## src/rtl/fifo_write_arbiter.sv

```systemverilog
// Round-robin arbiter with burst locking that shares one FIFO write port between several sources.
// Grant and write outputs are combinational from registered state and the current requests.
module fifo_write_arbiter #(
   parameter int unsigned REQUESTERS = 4,
   parameter int unsigned WIDTH      = 8,
   parameter int unsigned BURST      = 4
) (
   input  logic                           clock,
   input  logic                           reset,
   input  logic [REQUESTERS-1:0]          request,
   input  logic [REQUESTERS*WIDTH-1:0]    request_data,
   output logic [REQUESTERS-1:0]          grant,
   output logic                           write_enable,
   output logic [WIDTH-1:0]               write_data,
   input  logic                           write_full
);

   localparam int unsigned OwnerW = (REQUESTERS > 1) ? $clog2(REQUESTERS) : 1;
   localparam int unsigned CountW = $clog2(BURST + 1);

   typedef logic [OwnerW-1:0] idx_t;
   typedef logic [CountW-1:0] cnt_t;
   typedef enum logic [0:0] {StIdle, StLocked} state_e;

   localparam idx_t LastIdx  = idx_t'(REQUESTERS - 1);
   localparam cnt_t BurstCnt = cnt_t'(BURST);

   state_e state_q, state_d;
   idx_t   owner_q, owner_d;
   idx_t   pointer_q, pointer_d;
   cnt_t   count_q, count_d;

   idx_t   search_start;
   idx_t   scan_idx;
   idx_t   winner;
   logic   found;
   logic   owner_holds;
   idx_t   grant_idx;
   logic   grant_vld;

   // Modulo increment that also works for non-power-of-2 source counts.
   function automatic idx_t wrap_inc(input idx_t i);
      return (i == LastIdx) ? '0 : i + idx_t'(1);
   endfunction

   always_comb begin
      owner_holds  = (state_q == StLocked) && request[owner_q];
      search_start = (state_q == StLocked) ? wrap_inc(owner_q) : pointer_q;
      found        = 1'b0;
      winner       = '0;
      scan_idx     = search_start;
      for (int unsigned k = 0; k < REQUESTERS; k++) begin
         if (!found && request[scan_idx]) begin
            found  = 1'b1;
            winner = scan_idx;
         end
         scan_idx = wrap_inc(scan_idx);
      end
   end

   always_comb begin
      state_d   = state_q;
      owner_d   = owner_q;
      pointer_d = pointer_q;
      count_d   = count_q;
      grant_vld = 1'b0;
      grant_idx = '0;
      if (!write_full) begin
         if (owner_holds) begin
            grant_vld = 1'b1;
            grant_idx = owner_q;
            count_d   = count_q + cnt_t'(1);
            if (count_q + cnt_t'(1) == BurstCnt) begin
               state_d   = StIdle;
               pointer_d = wrap_inc(owner_q);
            end
         end else if (found) begin
            // Covers both idle arbitration and a lock released by its owner.
            grant_vld = 1'b1;
            grant_idx = winner;
            if (BURST == 1) begin
               state_d   = StIdle;
               pointer_d = wrap_inc(winner);
            end else begin
               state_d = StLocked;
               owner_d = winner;
               count_d = cnt_t'(1);
            end
         end
      end
      if (reset) begin
         grant_vld = 1'b0;
      end
   end

   always_comb begin
      grant      = '0;
      write_data = '0;
      if (grant_vld) begin
         grant[grant_idx] = 1'b1;
      end
      for (int unsigned i = 0; i < REQUESTERS; i++) begin
         if (grant[i]) begin
            write_data = request_data[i*WIDTH +: WIDTH];
         end
      end
      write_enable = grant_vld;
   end

   always_ff @(posedge clock) begin
      if (reset) begin
         state_q   <= StIdle;
         owner_q   <= '0;
         pointer_q <= '0;
         count_q   <= '0;
      end else begin
         state_q   <= state_d;
         owner_q   <= owner_d;
         pointer_q <= pointer_d;
         count_q   <= count_d;
      end
   end

endmodule

```

## config.mk

```make
export PLATFORM = sky130hd
export DESIGN_NAME = fifo_write_arbiter
export DESIGN_NICKNAME = d
export VERILOG_FILES = /design/src/rtl/fifo_write_arbiter.sv
export SDC_FILE = /design/constraint.sdc
export NUM_CORES = 1
export LEC_CHECK = 0
export CAP_MARGIN = 20
export CORE_MARGIN = 3
export CORE_UTILIZATION = 37
export CTS_BUF_LIST = sky130_fd_sc_hd__clkbuf_8 sky130_fd_sc_hd__clkbuf_16
export CTS_CLUSTER_SIZE = 12
export DETAILED_ROUTE_END_ITERATION = 6
export PLACE_DENSITY = 0.76
export SYNTH_ARGS = -nofsm -noshare
export SYNTH_HDL_FRONTEND = slang
export SYNTH_SLANG_ARGS = --single-unit
```

## constraint.sdc

```tcl
create_clock -name clock -period 3.6 [get_ports clock]
set_clock_uncertainty 0.05 [all_clocks]
set_input_delay 0.9 -clock clock [delete_from_list [all_inputs] [get_ports clock]]
set_output_delay 0.9 -clock clock [all_outputs]
set_load 0.1 [all_outputs]
```

==> impl_metrics.py, run 1 <==
metrics = {
    "clock_network": {
        "postCtsHoldBufs": 0,
        "postCtsSetupBuffers": 6,
        "cts.path.max_buffers": 2,
        "cts_buffers": 3,
        "cts_max_level": 1,
        "clk_root_buffer_cell": "clkbuf_8",
        "cts_sinks": 8,
        "ctsResizeCount": 61,
    },
    "synth": {
        "synth-simple-area-share_pct": 21.6,
        "synth.avg_cell_area_um2": 8.26,
        "synthesis.area_um2": 876,
        "synthDistinctLibCells": 38,
        "synth_seq_cells": 8,
        "synthXorXnorAreaFrac_pct": 1.00,
        "synth-compound-area-share_pct": 21.3,
        "synth-adder-area-share_pct": 4.29,
        "syn-instance-count": 106,
        "ys_seq_area_share_pct": 18.3,
        "yosys_warnings": 0,
        "synth_nets": 148,
        "synth_top_family_by_area": "multiplexers",
        "muxShareOfSynthArea_pct": 25.6,
    },
    "floorplanning": {
        "die_w_um": 54.7,
        "ios": 52,
        "initial_core_util_pct": 41.7,
        "dieHeight_um": 54.7,
        "std_cell_rows": 16,
    },
    "placement": {
        "hpwlAfterDp_um": 2750,
        "place_congestion": 0.779,
        "place_inst": 190,
        "io_buffer_count": 51,
        "dp_slack_ps": -490,
    },
    "status": {
        "status": "aborted with a tool error",
        "haltStage": "4_1_cts",
        "tool.error": "[ERROR DPL-0038] Utilization greater than 100%, impossible to legalize",
    },
}
## metrics by stage
step	instance area (um2)	hold slack, ps	TNS (ps)
detailed placement	1760	457	-5180
global placement	1760	445	-4410
floorplan	1050	419	-1070
## kinds of logic after synthesis
group	count (synthesis)
adder cells (fa/ha/maj)	3
XOR/XNOR	1
multiplexers	21
AND/OR/NAND/NOR	37
flip-flops	8
AO/OA/AOI/OAI	26
buffers and inverters	10
## cells in the mapped netlist, drive strengths merged
library cell	number	area [um2]
a211oi	1	7.51
a21oi	4	20.0
a221oi	2	17.5
a22oi	1	7.51
a31oi	1	12.5
and2	1	6.26
and3	2	17.5
buf	4	47.5
clkbuf	1	3.75
dfxtp	8	160
ha	3	37.5
inv	5	18.8
mux2	1	11.3
mux2i	19	190
mux4	1	22.5
nand2	8	30.0
nand3b	2	15.0
nand4	1	6.26
nor2	14	52.6
nor2b	1	6.26
nor3	1	5.00
nor3b	1	12.5
nor4	1	6.26
o211ai	3	22.5
o21a	1	7.51
o21ai	2	10.0
o22ai	8	56.3
o31ai	2	15.0
o32a	1	10.0
or2	2	12.5
or3	3	18.8
xor2	1	8.76
==> inputs of run 2 (changes only) <==
==> config.mk (replaced) <==
export PLATFORM = sky130hd
export DESIGN_NAME = fifo_write_arbiter
export DESIGN_NICKNAME = d
export VERILOG_FILES = /design/src/rtl/fifo_write_arbiter.sv
export SDC_FILE = /design/constraint.sdc
export NUM_CORES = 1
export LEC_CHECK = 0
export CAP_MARGIN = 20
export CORE_AREA = 3 3 64 66
export DETAILED_ROUTE_END_ITERATION = 6
export DIE_AREA = 0 0 67 69
export PLACE_DENSITY_LB_ADDON = 0.15
export SYNTH_ARGS = -nofsm -noshare
export SYNTH_HDL_FRONTEND = slang
export SYNTH_SLANG_ARGS = --single-unit
==> run 2 against run 1 <==
Effect of this change:
- the flow now finishes, with violations (negative setup slack)
- area after synthesis stayed put
- synthesized cell count stayed put
==> impl_metrics.py, run 2 <==
metrics = {
    "synth": {
        "yosys.area.top_type_share_pct": 21.7,
        "ys_seq_area_share_pct": 18.3,
        "synth_nets": 148,
        "synth.avg_cell_area_um2": 8.26,
        "synthXorXnorAreaFrac_pct": 1.00,
        "synthDistinctLibCells": 38,
        "synth_common_cells": "mux2i_1 (19), nor2_1 (14), dfxtp_1 (8), nand2_1 (8), o22ai_1 (7)",
        "muxShareOfSynthArea_pct": 25.6,
        "synthTopCellsByArea": "mux2i_1 (22%), dfxtp_1 (18%), nor2_1 (6.0%), o22ai_1 (5.0%), ha_1 (4.3%)",
        "synth-main-ff-cell": "dfxtp_1",
        "synth-compound-area-share_pct": 21.3,
        "synth_edf_count": 0,
        "syn-instance-count": 106,
        "yosys_warnings": 0,
        "synth_seq_cells": 8,
        "synth-simple-area-share_pct": 21.6,
        "yosysMostFrequentCell": "mux2i_1",
        "synthArstFlopShare_pct": 0,
        "synthesis.area_um2": 876,
        "synth_top_family_by_area": "multiplexers",
        "synth_top_area_cell": "mux2i_1",
        "synth-adder-area-share_pct": 4.29,
    },
    "route": {
        "ant_nets": 0,
        "drcViolationCount": 0,
        "dr.pass1.iters": 4,
        "wire_per_inst_um": 15.7,
        "dr.first_iter.drc_count": 26,
        "wirelength_um": 3510,
        "viasPerCell": 4.90,
        "via_count": 1097,
    },
    "flow_run": {
        "cap_violations": 0,
    },
    "setup_path": {
        "crit_cells": 10,
        "r2r_slack_ps": 1640,
        "cp-endpoint": "write_data[5]",
        "crit_start": "request[2]",
        "r2r_end": "pointer_q[1]$_SDFFE_PP0P_",
        "endpoint_kind": "primary output",
        "worst_ep_required_time_ps": 2650,
        "worst_ep_arrival_time_ps": 2740,
        "cpMostUsedCell": "buf_6",
        "reg2reg_from": "owner_q[1]$_SDFFE_PP0P_",
        "path_cells": "buf_6 -> buf_4 -> a221oi_1 -> o32a_1 -> a31oi_4 -> buf_6 -> clkbuf_16 -> mux2i_4 -> o22ai_4 -> buf_12",
        "crit_family": "compound AO/OA/AOI/OAI gates",
        "critPathBufInv": 5,
        "cpMaxStageDelayCell": "o32a_1",
        "reg2reg_depth": 7,
        "setup.worst_path.start_class": "primary input",
        "path_max_fanout": 5,
        "critical_path_class": "primary input to primary output",
        "critPathMaxStageDelay_ps": 290,
    },
    "sta": {
        "period_share_pct": 103,
        "setup_violations": 10,
        "fmax_mhz": 271,
        "worstMarginPinSlew_ps": 401,
        "period_needed_ps": 3690,
        "finalSetupTns_ps": -611,
        "rsz0062_at_grt": "true",
        "fin_ws_ps": -92.7,
        "drv_slew": 0,
        "hold_viol": 0,
        "maxSlewHeadroom_pct": 73.0,
    },
    "clock_network": {
        "insertion_delay_ps": 230,
        "clk_root_buffer_cell": "clkbuf_8",
        "postCtsHoldBufs": 0,
        "clk_pin_slew_worst_paths_ps": 40,
        "cts_tree": "yes",
        "cts.path.max_buffers": 2,
        "cts_sinks": 8,
        "cts_buffers": 3,
        "cts_max_level": 1,
    },
    "layout": {
        "final_cell_mix": "clkdlybuf4s50_1 (34), mux2i_4 (16), buf_12 (15)",
        "regMostFlops": "count_q",
        "n_fill_cell": 296,
        "largest_reg_flops": 3,
        "fin_nets": 220,
        "diodes": 0,
        "layout_commonest_cell": "clkdlybuf4s50_1",
        "drive_gt1_share_pct": 47.7,
        "reg_top3": "count_q: 3 flops, owner_q: 2 flops, pointer_q: 2 flops",
        "area_delta_synth_final_pct": 153,
    },
    "global_routing": {
        "grt_first_pass_wirelength_um": 5240,
        "antenna_found_initial": 0,
        "grt_max_degree": 11,
        "grt_overflow": 0,
        "grt_pass1_vias": 1073,
        "grt_use_total_pct": 14.4,
    },
    "placement": {
        "dp_slack_ps": -525,
        "hpwlAfterDp_um": 2470,
        "io_buffer_count": 51,
        "place_congestion": 0.793,
    },
    "floorplanning": {
        "die_w_um": 67,
        "die-area_mm2": 0.00462,
        "std_cell_rows": 22,
        "dieHeight_um": 69,
        "coreArea_mm2": 0.00363,
        "initial_core_util_pct": 24.1,
        "ios": 52,
    },
    "min_path": {
        "min_path_type": "flop to flop",
    },
    "power": {
        "power.density_mw_per_mm2": 283,
        "p_leak_nw": 0.794,
        "peakVddDrop_mv": 0.201,
    },
    "status": {
        "violations": "negative setup slack",
        "status": "finished with violations",
    },
}
-- run 2: cell counts after synthesis --
Identical to the previous run, type by type.
-- run 2: final cells by class --
cell class / instances / area, um2 / area share (%)
Inverter: 5 / 26.3 / 1.19
Sequential cell: 8 / 160 / 7.23
Multi-Input combinational cell: 89 / 1050 / 47.2
Timing Repair Buffer: 71 / 882 / 39.8
Clock buffer: 3 / 41.3 / 1.86
Tap cell: 48 / 60.1 / 2.71
-- run 2: timing repair --
action,in CTS,in global routing
buffers inserted,2,5
gates resized for setup,42,31
pin swaps,4,9
cloned,2,1
endpoints found under the setup margin,12,12
-- run 2: worst register-to-register path, delay by kind of cell, from the launching register on --
family,cells,cell delay (ps)
buffers and inverters,1,160
multiplexers,2,730
AND/OR/NAND/NOR,4,500
flip-flops,1,410
-- run 2: worst min path at each step --
stage                            startpoint                      end  cells past startpoint
floorplan           count_q[2]$_SDFFE_PP0N_  count_q[2]$_SDFFE_PP0N_                      2
global placement    count_q[2]$_SDFFE_PP0N_  count_q[2]$_SDFFE_PP0N_                      2
detailed placement  count_q[2]$_SDFFE_PP0N_  count_q[2]$_SDFFE_PP0N_                      2
CTS                 count_q[2]$_SDFFE_PP0N_  count_q[2]$_SDFFE_PP0N_                      2
global route        count_q[2]$_SDFFE_PP0N_  count_q[2]$_SDFFE_PP0N_                      2
finish              count_q[2]$_SDFFE_PP0N_  count_q[2]$_SDFFE_PP0N_                      2
-- run 2: layer usage --
metal	track usage [%]	share of wire [%]	wire (um)	vias to the layer above
li1	-	-	-	547
met1	16.9	40	1390	516
met2	25.5	54	1880	30
met3	2.93	6.0	212	4
met4	4.05	0.71	25	0
met5	0	0	0	-
-- run 2: power breakdown --
group | internal [mW] | switching [mW]
combinational | 0.212 | 0.205
sequential | 0.0926 | 0.00650
clock | 0.0727 | 0.0378
-- run 2: metrics by stage --
stage / util (%) / cell area, um2 / hold slack (ps) / std cells / power, mW
2_1_floorplan: - / 1050 / 419 / 106 / 0.300
3_3_place_gp: 49.0 / 1780 / 432 / 211 / 0.406
3_5_place_dp: 49.0 / 1780 / 452 / 211 / 0.409
4_1_cts: 54.1 / 1970 / 460 / 218 / 0.562
5_1_grt: 61.0 / 2220 / 495 / 224 / 0.657
6_report: 61.0 / 2220 / 456 / 224 / 0.627
-- run 2: cell families (layout without fill, tap and decap cells) --
family	count (synthesis)	after routing
adders and majority gates	3	3
and+or+nand+nor	37	38
buffers and inverters	10	79
DFF	8	8
muxes	21	21
xor gates and xnor gates	1	1
AOI/OAI and AO/OA	26	26
No activity file was read; power rests on OpenSTA's default activity.
